--- src/rtl/uart_tx_arbiter_pkg.sv ---
// uart_tx_arbiter_pkg: shared state encoding and default sizing for the UART TX arbiter.
package uart_tx_arbiter_pkg;
    typedef enum logic {ST_IDLE = 1'b0, ST_SEND = 1'b1} state_e;
    localparam int NUM_REQ_DEF        = 4;
    localparam int TIMEOUT_CYCLES_DEF = 1000000;
    localparam int TMO_W              = 20;
endpackage

--- src/rtl/uart_tx_arbiter_if.sv ---
// uart_tx_arbiter_if: requester lanes plus UART byte path; timeout_err exists only with UART_TX_ARBITER_TIMEOUT_EN.
interface uart_tx_arbiter_if
    import uart_tx_arbiter_pkg::*;
#(
    parameter int NUM_REQ = NUM_REQ_DEF
);
    logic [NUM_REQ-1:0]   req;
    logic [8*NUM_REQ-1:0] req_data;
    logic [NUM_REQ-1:0]   req_valid;
    logic [NUM_REQ-1:0]   req_last;
    logic [NUM_REQ-1:0]   req_ready;
    logic [NUM_REQ-1:0]   grant;
    logic                 busy;
    logic [7:0]           tx_data;
    logic                 write_tx_data;
    logic                 tx_buffer_full;
`ifdef UART_TX_ARBITER_TIMEOUT_EN
    logic                 timeout_err;
`endif

    modport slave (
        input  req, req_data, req_valid, req_last, tx_buffer_full,
`ifdef UART_TX_ARBITER_TIMEOUT_EN
        output timeout_err,
`endif
        output req_ready, grant, busy, tx_data, write_tx_data
    );

    modport master (
        output req, req_data, req_valid, req_last, tx_buffer_full,
`ifdef UART_TX_ARBITER_TIMEOUT_EN
        input  timeout_err,
`endif
        input  req_ready, grant, busy, tx_data, write_tx_data
    );
endinterface

--- src/rtl/uart_tx_arbiter_rr_pick.sv ---
// uart_tx_arbiter_rr_pick: combinational round-robin pick, scanning upward from last_idx_i+1 with wrap.
module uart_tx_arbiter_rr_pick #(
    parameter int N  = 4,
    parameter int IW = 2
) (
    input  logic [N-1:0]  req_i,
    input  logic [IW-1:0] last_idx_i,
    output logic [N-1:0]  onehot_o,
    output logic [IW-1:0] idx_o,
    output logic          any_o
);
    always_comb begin
        idx_o = '0;
        any_o = 1'b0;
        for (int k = 1; k <= N; k++) begin
            if (!any_o && req_i[IW'((int'(last_idx_i) + k) % N)]) begin
                any_o = 1'b1;
                idx_o = IW'((int'(last_idx_i) + k) % N);
            end
        end
        onehot_o = any_o ? N'(1) << idx_o : '0;
    end
endmodule

--- src/rtl/uart_tx_arbiter.sv ---
// uart_tx_arbiter: per-message round-robin sharing of one UART TX byte path, one write per 2 cycles max.
// Optional stall watchdog with UART_TX_ARBITER_TIMEOUT_EN.
module uart_tx_arbiter
    import uart_tx_arbiter_pkg::*;
#(
    parameter int NUM_REQ        = NUM_REQ_DEF,
    parameter int IDX_W          = 2,
    parameter int TIMEOUT_CYCLES = TIMEOUT_CYCLES_DEF
) (
    input logic              clk,
    input logic              reset,
    uart_tx_arbiter_if.slave bus
);
    state_e               state_q, state_d;
    logic [NUM_REQ-1:0]   grant_q, grant_d, pick_onehot;
    logic [IDX_W-1:0]     owner_q, owner_d, last_idx_q, last_idx_d, pick_idx;
    logic [7:0]           tx_data_q, tx_data_d;
    logic                 wr_q, wr_d, pick_any, xfer;
`ifdef UART_TX_ARBITER_TIMEOUT_EN
    logic [TMO_W-1:0]     cnt_q, cnt_d;
    logic                 err_q, err_d;
    assign bus.timeout_err = err_q;
`endif

    uart_tx_arbiter_rr_pick #(.N(NUM_REQ), .IW(IDX_W)) u_rr_pick (
        .req_i      (bus.req),
        .last_idx_i (last_idx_q),
        .onehot_o   (pick_onehot),
        .idx_o      (pick_idx),
        .any_o      (pick_any)
    );

    // ~wr_q spaces writes so tx_buffer_full has a cycle to reflect the previous byte
    assign bus.req_ready     = grant_q & {NUM_REQ{~bus.tx_buffer_full & ~wr_q}};
    assign xfer              = |(bus.req_valid & bus.req_ready);
    assign bus.grant         = grant_q;
    assign bus.busy          = state_q == ST_SEND;
    assign bus.tx_data       = tx_data_q;
    assign bus.write_tx_data = wr_q;

    always_comb begin
        state_d    = state_q;
        grant_d    = grant_q;
        owner_d    = owner_q;
        last_idx_d = last_idx_q;
        tx_data_d  = tx_data_q;
        wr_d       = 1'b0;
        if (state_q == ST_IDLE) begin
            if (pick_any) begin
                state_d = ST_SEND;
                grant_d = pick_onehot;
                owner_d = pick_idx;
            end
        end else if (xfer) begin
            tx_data_d = bus.req_data[{owner_q, 3'b000} +: 8];
            wr_d      = 1'b1;
            if (bus.req_last[owner_q]) begin
                state_d    = ST_IDLE;
                grant_d    = '0;
                last_idx_d = owner_q;
            end
        end
`ifdef UART_TX_ARBITER_TIMEOUT_EN
        cnt_d = (state_q == ST_SEND && !xfer) ? cnt_q + 1'b1 : '0;
        err_d = state_q == ST_SEND && !xfer && cnt_q == TMO_W'(TIMEOUT_CYCLES - 1);
        if (err_d) begin
            state_d    = ST_IDLE;
            grant_d    = '0;
            last_idx_d = owner_q;
        end
`endif
    end

    always_ff @(posedge clk) begin
        if (reset) begin
            state_q    <= ST_IDLE;
            grant_q    <= '0;
            owner_q    <= '0;
            last_idx_q <= IDX_W'(NUM_REQ - 1);
            tx_data_q  <= 8'h00;
            wr_q       <= 1'b0;
`ifdef UART_TX_ARBITER_TIMEOUT_EN
            cnt_q      <= '0;
            err_q      <= 1'b0;
`endif
        end else begin
            state_q    <= state_d;
            grant_q    <= grant_d;
            owner_q    <= owner_d;
            last_idx_q <= last_idx_d;
            tx_data_q  <= tx_data_d;
            wr_q       <= wr_d;
`ifdef UART_TX_ARBITER_TIMEOUT_EN
            cnt_q      <= cnt_d;
            err_q      <= err_d;
`endif
        end
    end
endmodule

--- src/flat_wrapper.sv ---
// flat-port wrapper written by rule: the top's interface ports become plain ports
module uart_tx_arbiter_flat import uart_tx_arbiter_pkg::*;
#(
    parameter int NUM_REQ        = NUM_REQ_DEF,
    parameter int IDX_W          = 2,
    parameter int TIMEOUT_CYCLES = TIMEOUT_CYCLES_DEF
)
  (clk, reset, bus_req, bus_req_data, bus_req_valid, bus_req_last, bus_tx_buffer_full, bus_req_ready, bus_grant, bus_busy, bus_tx_data, bus_write_tx_data);
  uart_tx_arbiter_if #(.NUM_REQ(NUM_REQ)) bus_i ();
  input logic clk;
  input logic reset;
  input wire logic [$bits(bus_i.req)-1:0] bus_req;
  input wire logic [$bits(bus_i.req_data)-1:0] bus_req_data;
  input wire logic [$bits(bus_i.req_valid)-1:0] bus_req_valid;
  input wire logic [$bits(bus_i.req_last)-1:0] bus_req_last;
  input wire logic [$bits(bus_i.tx_buffer_full)-1:0] bus_tx_buffer_full;
  output wire logic [$bits(bus_i.req_ready)-1:0] bus_req_ready;
  output wire logic [$bits(bus_i.grant)-1:0] bus_grant;
  output wire logic [$bits(bus_i.busy)-1:0] bus_busy;
  output wire logic [$bits(bus_i.tx_data)-1:0] bus_tx_data;
  output wire logic [$bits(bus_i.write_tx_data)-1:0] bus_write_tx_data;
  assign bus_i.req = bus_req;
  assign bus_i.req_data = bus_req_data;
  assign bus_i.req_valid = bus_req_valid;
  assign bus_i.req_last = bus_req_last;
  assign bus_i.tx_buffer_full = bus_tx_buffer_full;
  assign bus_req_ready = bus_i.req_ready;
  assign bus_grant = bus_i.grant;
  assign bus_busy = bus_i.busy;
  assign bus_tx_data = bus_i.tx_data;
  assign bus_write_tx_data = bus_i.write_tx_data;
  uart_tx_arbiter #(.NUM_REQ(NUM_REQ), .IDX_W(IDX_W), .TIMEOUT_CYCLES(TIMEOUT_CYCLES)) u_core (.clk(clk), .reset(reset), .bus(bus_i));
endmodule
--- config.mk ---
export PLATFORM = sky130hd
export DESIGN_NAME = uart_tx_arbiter_flat
export DESIGN_NICKNAME = d
export VERILOG_FILES = /design/src/rtl/uart_tx_arbiter_pkg.sv /design/src/rtl/uart_tx_arbiter_if.sv /design/src/rtl/uart_tx_arbiter_rr_pick.sv /design/src/rtl/uart_tx_arbiter.sv /design/src/flat_wrapper.sv
export SDC_FILE = /design/constraint.sdc
export NUM_CORES = 1
export LEC_CHECK = 0
export ABC_AREA = 1
export BUFFER_PORTS_ARGS = -buffer_cell sky130_fd_sc_hd__buf_4
export CAP_MARGIN = 10
export CORE_MARGIN = 10
export CORE_UTILIZATION = 37
export CTS_CLUSTER_SIZE = 40
export DETAILED_ROUTE_END_ITERATION = 7
export PLACE_DENSITY = 0.7
export SLEW_MARGIN = 25
export SYNTH_ARGS = -nofsm -noshare
export SYNTH_HDL_FRONTEND = slang
export SYNTH_HIERARCHICAL = 1
export SYNTH_SLANG_ARGS = --single-unit
export TNS_END_PERCENT = 10
--- constraint.sdc ---
create_clock -name clk -period 2.22 [get_ports clk]
set_clock_uncertainty 0.15 [all_clocks]
set_input_delay 0.444 -clock clk [delete_from_list [all_inputs] [get_ports clk]]
set_output_delay 0.444 -clock clk [all_outputs]
set_load 0.01 [all_outputs]
* Word level (Yosys, flattened, before mapping)
Cells that the tools add are included.
** Word-level totals
- Register bits after elaboration :: 18
- Input bits :: 47
- Output and inout bits :: 18
- Word-level logic and storage cells :: 69
** Cells by class
- $add $sub $neg :: 4
- Order comparisons :: 5
- Equality and inequality tests :: 2
- Shifts and indexed selects :: 2
- Muxes and demuxes :: 31
- Bitwise operators :: 6
- Reduce and logical (&&, ||, !) cells :: 13
** Operators by type and width (count)
- $shiftx 32x6->8 :: 1
- $mux 1 :: 18
- $lt 2x4->1 const B :: 4
- $mux 4 :: 4
- $bmux 1 s2 :: 5
- $and 4x4->4 :: 2
- $mux 2 :: 4
- $reduce_and 3->1 :: 2
- $add 2x1->2 const B :: 2
- $add 2x2->2 const B :: 2
- $ne 2x2->1 const B :: 2
- $reduce_and 2->1 :: 2
- $reduce_or 4->1 :: 1
- $shl 1x2->4 const A :: 1
- $logic_and 1x1->1 :: 3
- $logic_not 1->1 :: 3
- $lt 2x3->1 const B :: 1
- $not 1->1 :: 3
- $reduce_bool 2->1 :: 1
- $reduce_or 2->1 :: 1
- $and 1x1->1 :: 1

* Depth between registers and ports, before layout
Gate-level depths: netlist of run 1.
- Depth after elaboration :: 17
- Depth in mapped cells :: 17

* Hierarchy
The synthesis of run 1 kept the hierarchy.
** Modules (own cells, without submodules)
- uart_tx_arbiter :: times used 1, cells an instance 164, area an instance 1058.5 µm², sequential area each 360.3 µm²
- uart_tx_arbiter_rr_pick :: times used 1, cells an instance 62, area an instance 336.6 µm², sequential area each 0.0 µm²

* Worst setup path before layout of run 1
Ideal clock, no wire load.
- Path type :: flip-flop to flip-flop
- Start :: reg u_core.last_idx_q[0]
- End :: reg u_core.grant_q[0], in the netlist u_core/bus.grant[0]
- Library setup time :: 113 ps
- Arrival :: 1404 ps
- Data required time :: 1957 ps
- Setup slack :: 553 ps
- Cell stages (with the launch flop) :: 15
- Path buffers :: 1
- Clock period less this slack :: 1667 ps
- Path through :: dfxtp_1 -> buf_6 -> inv_6 -> nand2_1 -> nand2_2 -> nand2_4 -> nand2_4 -> nor2_4 -> nand3b_1 -> inv_1 -> nor2_1 -> inv_1 -> nand2_4 -> nor2_1 -> nor2_1
** Between the ends
- Elaborated cells on any way between the ends :: 35
** RTL lines
- from (decl) :: line uart_tx_arbiter.sv:16 : logic [IDX_W-1:0] owner_q, owner_d, last_idx_q, last_idx_d, pick_idx;
- from (signal assigned) :: line uart_tx_arbiter.sv:79 : last_idx_q <= IDX_W'(NUM_REQ - 1);
- from (signal assigned) :: line uart_tx_arbiter.sv:90 : last_idx_q <= last_idx_d;
- $add 2x1->2 :: line uart_tx_arbiter_rr_pick.sv:16 : if (!any_o && req_i[IW'((int'(last_idx_i) + k) % N)]) begin
- $bmux 1 s2 :: line uart_tx_arbiter_rr_pick.sv:16
- $mux 1 (not written as such) (2 in a row) :: line uart_tx_arbiter_rr_pick.sv:16
- $mux 1 :: line uart_tx_arbiter_rr_pick.sv:16
- $logic_not 1->1 :: line uart_tx_arbiter_rr_pick.sv:16
- $logic_and 1x1->1 :: line uart_tx_arbiter_rr_pick.sv:16
- $mux 1 :: line uart_tx_arbiter_rr_pick.sv:16
- $logic_not 1->1 :: line uart_tx_arbiter_rr_pick.sv:16
- $logic_and 1x1->1 :: line uart_tx_arbiter_rr_pick.sv:16
- $mux 1 :: line uart_tx_arbiter_rr_pick.sv:16
- $logic_not 1->1 :: line uart_tx_arbiter_rr_pick.sv:16
- $logic_and 1x1->1 :: line uart_tx_arbiter_rr_pick.sv:16
- $mux 1 * :: line uart_tx_arbiter_rr_pick.sv:16
- net u_core.pick_any :: line uart_tx_arbiter.sv:18 : logic wr_q, wr_d, pick_any, xfer;
- $reduce_bool 2->1 (no source line) *
- $reduce_and 3->1 (no source line) *
- to (signal assigned) :: line uart_tx_arbiter.sv:88 : grant_q <= grant_d;
- to (decl) :: line uart_tx_arbiter.sv:15 : logic [NUM_REQ-1:0] grant_q, grant_d, pick_onehot;
Mark *: on every way through the listed nets, which the timed path passes. The rest lies on a longest branch. The select of a mux whose other input is x is not followed.
A chain may end at the register's enable or synchronous reset.

* Worst setup path after layout of run 1
- Start :: reg u_core.last_idx_q[0]
- End :: reg u_core.owner_q[1]
** Between the ends
- Word-level cells in the longest chain between the ends :: 15
- Elaborated cells on any way between the ends :: 31
** Ends and longest elaborated chain
- $add 2x1->2 :: line uart_tx_arbiter_rr_pick.sv:16
- $bmux 1 s2 :: line uart_tx_arbiter_rr_pick.sv:16
- $mux 1 (not written as such) (2 in a row) :: line uart_tx_arbiter_rr_pick.sv:16
- $mux 1 :: line uart_tx_arbiter_rr_pick.sv:16
- $logic_not 1->1 :: line uart_tx_arbiter_rr_pick.sv:16
- $logic_and 1x1->1 :: line uart_tx_arbiter_rr_pick.sv:16
- $mux 1 :: line uart_tx_arbiter_rr_pick.sv:16
- $logic_not 1->1 :: line uart_tx_arbiter_rr_pick.sv:16
- $logic_and 1x1->1 :: line uart_tx_arbiter_rr_pick.sv:16
- $mux 1 :: line uart_tx_arbiter_rr_pick.sv:16
- $logic_not 1->1 :: line uart_tx_arbiter_rr_pick.sv:16
- $logic_and 1x1->1 :: line uart_tx_arbiter_rr_pick.sv:16
- $mux 1 * :: line uart_tx_arbiter_rr_pick.sv:16
- net u_core.pick_any :: line uart_tx_arbiter.sv:18
- $reduce_and 2->1 (no source line) *
- to (signal assigned) :: line uart_tx_arbiter.sv:89 : owner_q <= owner_d;
- to (decl) :: line uart_tx_arbiter.sv:16
Marked as above.

==> results by group, run 1 <==
Status
  • Status: complete, no violations

Worst setup path
  • Crit Path Class: reg2reg
  • Required @ worst endpoint: 2.25 ns
  • CP Capture Type: flip-flop
  • Critical Path Slowest Stage Cell: dfxtp_1
  • Startpoint types: flip-flop
  • Max FO, Critical Path: 9
  • CP dominant cell by count: nand2_2
  • RR Startpoint: u_core/last_idx_q[0]
  • Worst-path cell chain: inv_6 -> nand2_2 -> nand2_2 -> nand2_2 -> nand2_4 -> nor2_4 -> nand3b_1 -> inv_1 -> nor2_1 -> inv_1 -> o21ai_0 -> a21oi_1
  • Crit path DAT: slightly below 2 ns
  • Critical Path Max Stage Delay: around 0.53 ns
  • FF-to-FF path depth: 12
  • R2r endpoint: u_core/owner_q[1]
  • FF-to-FF setup slack: around 0.28 ns
  • Top delay family on crit path: simple AND/OR/NAND/NOR gates
  • Sum of buffers and inverters on the critical path: 3

Drt
  • Total wire length: a little over 4 mm
  • Vias post-DR: between 1500 and 2000
  • DR WL/cell: around 12 um
  • Drc violations: 0
  • Remaining antenna violation count: 0
  • Pre-antenna DRT Iters: 4
  • Via-to-Cell Ratio: approximately 4.8
  • Initial drt markers: 89

Cells and area
  • Multi-input logic area: between 800 and 900 um2
  • Diodes inserted: 0
  • # fillers: 366
  • Layout cells sized above 1: a little under two fifths
  • Synth-to-layout area growth: 40.72%
  • Storage cell area: roughly 360 um2
  • Post-layout util: about 54%
  • Final nets: ~340

Place
  • I/O Buffers: 64
  • Routability congestion estimate: between 0.8 and 0.9
  • Detail Placement HPWL: around 3.3 mm
  • Worst slack, placed: 0.2846 ns

Pwr
  • Pwr Total: between 1 and 1.5 mW
  • Power per cell area: 616.6 nW/um2
  • VDD IR-drop max: 0.0002786 V
  • Leakage: slightly above 1 nW

Floorplan
  • Die area: roughly 6600 um2
  • Initial Util: between 30% and 40%
  • Core Area: roughly 3700 um2
  • Die X-Extent: slightly above 80 um
  • Die height: 81.41 um
  • # rows: 22
  • Io pins: 65

STA
  • Actual slew at the worst max-slew pin: 0.5036 ns
  • Rel. slew slack: 66.39%
  • Period minus WS final: about 1.9 ns
  • Max Fclk: 515.7 MHz
  • RSZ-0062 raised after global routing: false
  • Final hold vios: 0
  • Worst hold margin: 0.2003 ns
  • Fin worst setup slack: between 0.2 and 0.3 ns
  • Setup TNS Final: 0 ns
  • Setup violations, final: 0
  • Fin. max-slew vios: 0
  • Tcrit/Tclk final: 87.35%

GRT
  • Initial antenna violation count: 0
  • Pin count of the biggest net entering global routing: 20
  • Number of global-route vias before repair: about 1500
  • GRT overflow: 0
  • GRT Util Overall: approximately 11%
  • First-pass GRT wire length: approximately 6.3 mm

Worst hold path
  • Hold endpoint: u_core/bus.write_tx_data
  • Hold Path Cell Cnt: 2
  • Hold WC Path Type: in2reg
  • Hold Path Origin: reset

Clocking
  • Clock Tree Root: clkbuf_8
  • CTS buffer count: 3
  • Post-CTS Setup Bufs: 0
  • H-tree Lvls: 1
  • CTS Buffer Depth: 2
  • Clk sinks: 18
  • Worst-skew pair later-pin latency: 0.25 ns
  • Hold_buf cts: 0
  • Clock transition at path regs: roughly 0.070 ns
  • CTS tree: yes
  • Post-CTS Resized: 0

Synthesis
  • Syn. warnings: 6
  • Post-synth net total: between 200 and 300
  • Number of register bits inferred by synthesis: 18
  • Sequential area share after synthesis: roughly a quarter
  • Syn_area_per_cell: roughly 6 um2
  • Synthesized netlist cell count: ~230
  • Syn Std Cell Area: between 1000 and 1500 um2
  • Count of cell types in the netlist: 25

Run
  • Maxcap violations: 0
==> stage by stage <==
step	std cells	cell area [um2]
CTS	338	1963
global route	338	1963
detailed placement	334	1908
finish	338	1963
global placement	334	1908
floorplan	226	1395
==> state kept, by name (all words and copies together) (netlist names) <==
signal and flops:
u_core/bus.tx_data 8, u_core/bus.grant 4, u_core/last_idx_q 2, u_core/owner_q 2, u_core/bus.busy 1, u_core/bus.write_tx_data 1
==> worst max path at each step <==
| stage | slack (ns) | cells after the start | end | from |
|---|---|---|---|---|
| 6_report | 0.28 | 12 | u_core/owner_q[1] | u_core/last_idx_q[0] |
| 5_1_grt | 0.04 | 12 | u_core/owner_q[1] | u_core/last_idx_q[0] |
| 4_1_cts | 0.28 | 14 | u_core/bus.grant[1] | u_core/last_idx_q[0] |
| 3_5_place_dp | 0.28 | 14 | u_core/bus.grant[1] | bus_req[3] |
| 3_3_place_gp | 0.30 | 14 | u_core/bus.grant[1] | bus_req[3] |
| 2_1_floorplan | 0.55 | 14 | u_core/bus.grant[0] | u_core/last_idx_q[0] |
==> power by group <==
group / internal, mW / total, mW / switching [mW]
Combinational: 0.236 / 0.541 / 0.305
Clock: 0.157 / 0.272 / 0.114
Sequential: 0.363 / 0.398 / 0.0349
Total: 0.757 / 1.21 / 0.454
==> placed cells by master (no fill, tap or decap) <==
cell       n
buf_4     67
nor2_1    51
nand2_1   37
o21ai_0   26
dfxtp_1   18
inv_1     17
nand3_1   14
nand2_2   10
inv_2      8
nand4_1    8
o22ai_1    8
nand2_4    7
nor2_2     5
clkbuf_8   4
a21oi_1    2
o21ai_2    1
nand3_4    1
clkinv_4   1
o21ai_1    1
inv_6      1
nor2_4     1
nand3b_1   1
nand3_2    1
==> final cells by class <==
class,count,share of cell area [%]
well taps,48,3.059
multi-input cells,174,44.49
flip-flops and latches,18,18.36
inverters,27,5.672
repair buffers,67,25.62
clock buffers,4,2.804
==> cells by family after synthesis <==
group / share of synthesized area, %
compound gates: 14.62
buf+inv: 11.57
flops: 25.83
simple gates: 47.98
==> cell usage after synthesis, drive strengths merged <==
cell type  number  area [um2]
nand3          16       97.60
o21ai          28       143.9
nor2           57       234.0
nand2          54       280.3
clkinv          1       8.760
clkbuf          1       3.750
a21oi           2       10.01
nand3b          1       7.510
o22ai           8       50.05
inv            26       102.6
dfxtp          18       360.4
buf             6       46.29
nand4           8       50.05
==> routing by layer <==
metal | vias up | GRT usage, % | share of wire [%]
li1 | 860 | - | -
met1 | 725 | 13.00 | 42
met2 | 35 | 18.96 | 48
met3 | 4 | 3.863 | 8.1
met4 | 0 | 4.498 | 1.4
met5 | - | 0 | 0
Power figures use the tool's default switching activity.
==> inputs of run 2 (changes only) <==
--- a/config.mk
+++ b/config.mk
@@ -12,7 +12,7 @@
 export CORE_UTILIZATION = 37
 export CTS_CLUSTER_SIZE = 40
 export DETAILED_ROUTE_END_ITERATION = 7
-export PLACE_DENSITY = 0.7
+export PLACE_DENSITY = 0.72
 export SLEW_MARGIN = 25
 export SYNTH_ARGS = -nofsm -noshare
 export SYNTH_HDL_FRONTEND = slang
==> constraint.sdc (replaced) <==
create_clock -name clk -period 1.75 [get_ports clk]
set_clock_uncertainty 0.15 [all_clocks]
set_input_delay 0.35 -clock clk [delete_from_list [all_inputs] [get_ports clk]]
set_output_delay 0.35 -clock clk [all_outputs]
set_load 0.01 [all_outputs]
==> run 2 against run 1 <==
The flow now finishes with violations (negative setup slack). Highest routed layer unchanged. Combinational power up 36%. Total power increased by 32%. Fmax up 7.7%. Largest power group unchanged. Final area grew 5.6%. First-iteration DRC count is 34% lower. Wire length increased by 5.8%. Sequential share of layout area decreased by 0.85 points. Non-clock buffer count grew 8.
==> results by group, run 2 (synthesis results as in run 1) <==
Status
  • Status: finished, violations left
  • Failing checks: negative setup slack

Pwr
  • P_int: 0.9934 mW (+31%)
  • Power per cell area: 771.5 nW/um2 (+25%)
  • Register share of total power: 31.6% (-1.3 points)
  • VDD IR-drop max: 0.0003163 V (+14%)
  • Switching power: 0.6061 mW (+34%)
  • Leakage: 1.082 nW (+5.6%)
  • Sw Ratio: 37.89% (+0.41 points)
  • Clock power frac: 22.4% (about the same)
  • Comb power frac: 46.0% (+1.3 points)

Cells and area
  • Final nets: 346 (+2.4%)
  • Layout cells sized above 1: 42.62% (+5.7 points)
  • Diodes inserted: 0 (unchanged)
  • Most frequent cells in the layout: buf_4, nor2_1, nand2_1
  • Max FFs per register: 8 (unchanged)
  • Post-Layout Cell Count: 346 (+2.4%)
  • Synth-to-layout area growth: 48.61%
  • # fillers: 386 (+5.5%)
  • Commonest non-fill, non-tap cell in the layout: buf_4

STA
  • Period minus WS final: 1.801 ns (-0.1385 ns)
  • Actual slew at the worst max-slew pin: 0.3651 ns (-0.1385 ns)
  • RSZ-0062 raised after global routing: true
  • Final hold vios: 0 (unchanged)
  • Fin. max-slew vios: 0 (unchanged)
  • Tcrit/Tclk final: 102.9% (+16 points)
  • Setup violations, final: 5 (+5)
  • Max Fclk: 555.3 MHz (+7.7%)
  • Rel. slew slack: 75.62% (+9.2 points)
  • Fin worst setup slack: -0.05069 ns (-0.3315 ns)

GRT
  • Number of global-route vias before repair: 1548 (+5.4%)
  • Initial antenna violation count: 0 (unchanged)
  • GRT Util Overall: 12.56% (+1.2 points)
  • Pin count of the biggest net entering global routing: 20 (unchanged)
  • First-pass GRT wire length: 6.782 mm (+8.1%)
  • GRT overflow: 0 (unchanged)

Clocking
  • CTS tree: yes
  • H-tree Lvls: 1 (unchanged)
  • Clock Tree Root: clkbuf_8
  • Clk sinks: 18 (unchanged)
  • Worst-skew pair later-pin latency: 0.26 ns (about the same)
  • CTS buffer count: 3 (unchanged)
  • Hold_buf cts: 0 (unchanged)
  • CTS Buffer Depth: 2 (unchanged)
  • Clock transition at path regs: 0.08 ns (about the same)

Run
  • Maxcap violations: 0 (unchanged)

Floorplan
  • Io pins: 65 (unchanged)
  • Die area: 6627 um2 (unchanged)
  • Initial Util: 38.11% (unchanged)
  • # rows: 22 (unchanged)
  • Die height: 81.41 um (unchanged)
  • Die X-Extent: 81.41 um (unchanged)
  • Core Area: 3661 um2 (unchanged)

Worst setup path
  • RR Startpoint: u_core/last_idx_q[0]
  • Crit Path Class: reg2reg
  • Required @ worst endpoint: 1.75 ns (-0.50 ns)
  • CP Capture Type: flip-flop
  • Max FO, Critical Path: 8 (-1)
  • CP startpoint: u_core/last_idx_q[0]
  • FF-to-FF setup slack: -0.05 ns (-0.33 ns)
  • Startpoint types: flip-flop
  • Crit path DAT: 1.80 ns (-0.17 ns)

Drt
  • Via-to-Cell Ratio: 4.795 (-0.21%)
  • Vias post-DR: 1659 (+2.2%)
  • Remaining antenna violation count: 0 (unchanged)
  • Total wire length: 4.335 mm (+5.8%)
  • DR WL/cell: 12.53 um (+3.3%)
  • Drc violations: 0 (unchanged)
  • Initial drt markers: 59 (-34%)
  • Pre-antenna DRT Iters: 4 (unchanged)

Place
  • Cells after DPL: 341 (+2.1%)
  • Worst slack, placed: -0.06200 ns (-0.3466 ns)
  • Routability congestion estimate: 0.7752 (-8.3%)
  • I/O Buffers: 64 (unchanged)
  • Detail Placement HPWL: 3.448 mm (+4.5%)

Worst hold path
  • Hold WC Path Type: in2reg
  • Hold Path Origin: reset
[run 2: layout make-up]
| cell class | count | area [um2] | share of cell area, % |
|---|---|---|---|
| Multi-Input combinational cell | 174 | 905.9 | 43.69 |
| Timing Repair Buffer | 75 | 575.6 | 27.76 |
| Sequential cell | 18 | 362.8 | 17.50 |
| Inverter | 27 | 113.9 | 5.492 |
| Tap cell | 48 | 60.06 | 2.897 |
| Clock buffer | 4 | 55.05 | 2.655 |
[run 2: repair_timing]
action                                  in CTS  in global routing
buffers inserted                             1                  0
endpoints found under the setup margin       6                  7
pin swaps                                    6                  5
gates resized for setup                     10                  4
hold endpoints to repair                     0                  0
[run 2: path summary, 6_finish.rpt]
path	end	depth (start not counted)
max reg2reg	u_core/owner_q[0]	12
min reg2reg	u_core/bus.tx_data[6]	2
max	u_core/owner_q[0]	12
min	u_core/bus.write_tx_data	2
[run 2: critical path, stage by stage, from the launching register on]
cell and delay, ns:
dfxtp_2 0.33, buf_12 0.13, inv_8 0.07, nand2_2 0.05, nand2_2 0.10, inv_1 0.06, nor2_1 0.11, nor2_2 0.06
nand4_1 0.12, nand3_2 0.13, buf_4 0.15, o21ai_0 0.17, a21oi_1 0.06
[run 2: metal layers]
metal	GRT usage [%]	part of all wire [%]
met1	13.35	37
met2	22.12	51
met3	3.974	9.5
met4	5.709	1.7
met5	0	0
[run 2: power by group through the flow]
stage	registers [mW]	clock network [mW]	logic, mW
after floorplan	0.525	0	0.448
after global placement	0.512	0	0.709
after detailed placement	0.515	0	0.718
after CTS	0.507	0.366	0.731
after global routing	0.515	0.381	0.830
final	0.506	0.358	0.736
[run 2: metrics by stage]
stage	cell area [um2]	setup TNS [ns]	power, mW	utilization, %	hold WS [ns]
after floorplan	1395	0	0.9729	-	0.2724
after global placement	1973	-0.05119	1.221	53.90	0.3128
after detailed placement	1973	-0.2852	1.233	53.90	0.3274
after CTS	2061	-0.1657	1.603	56.29	0.08758
after global routing	2073	-1.156	1.726	56.63	0.09104
final	2073	-0.2029	1.600	56.63	0.08834
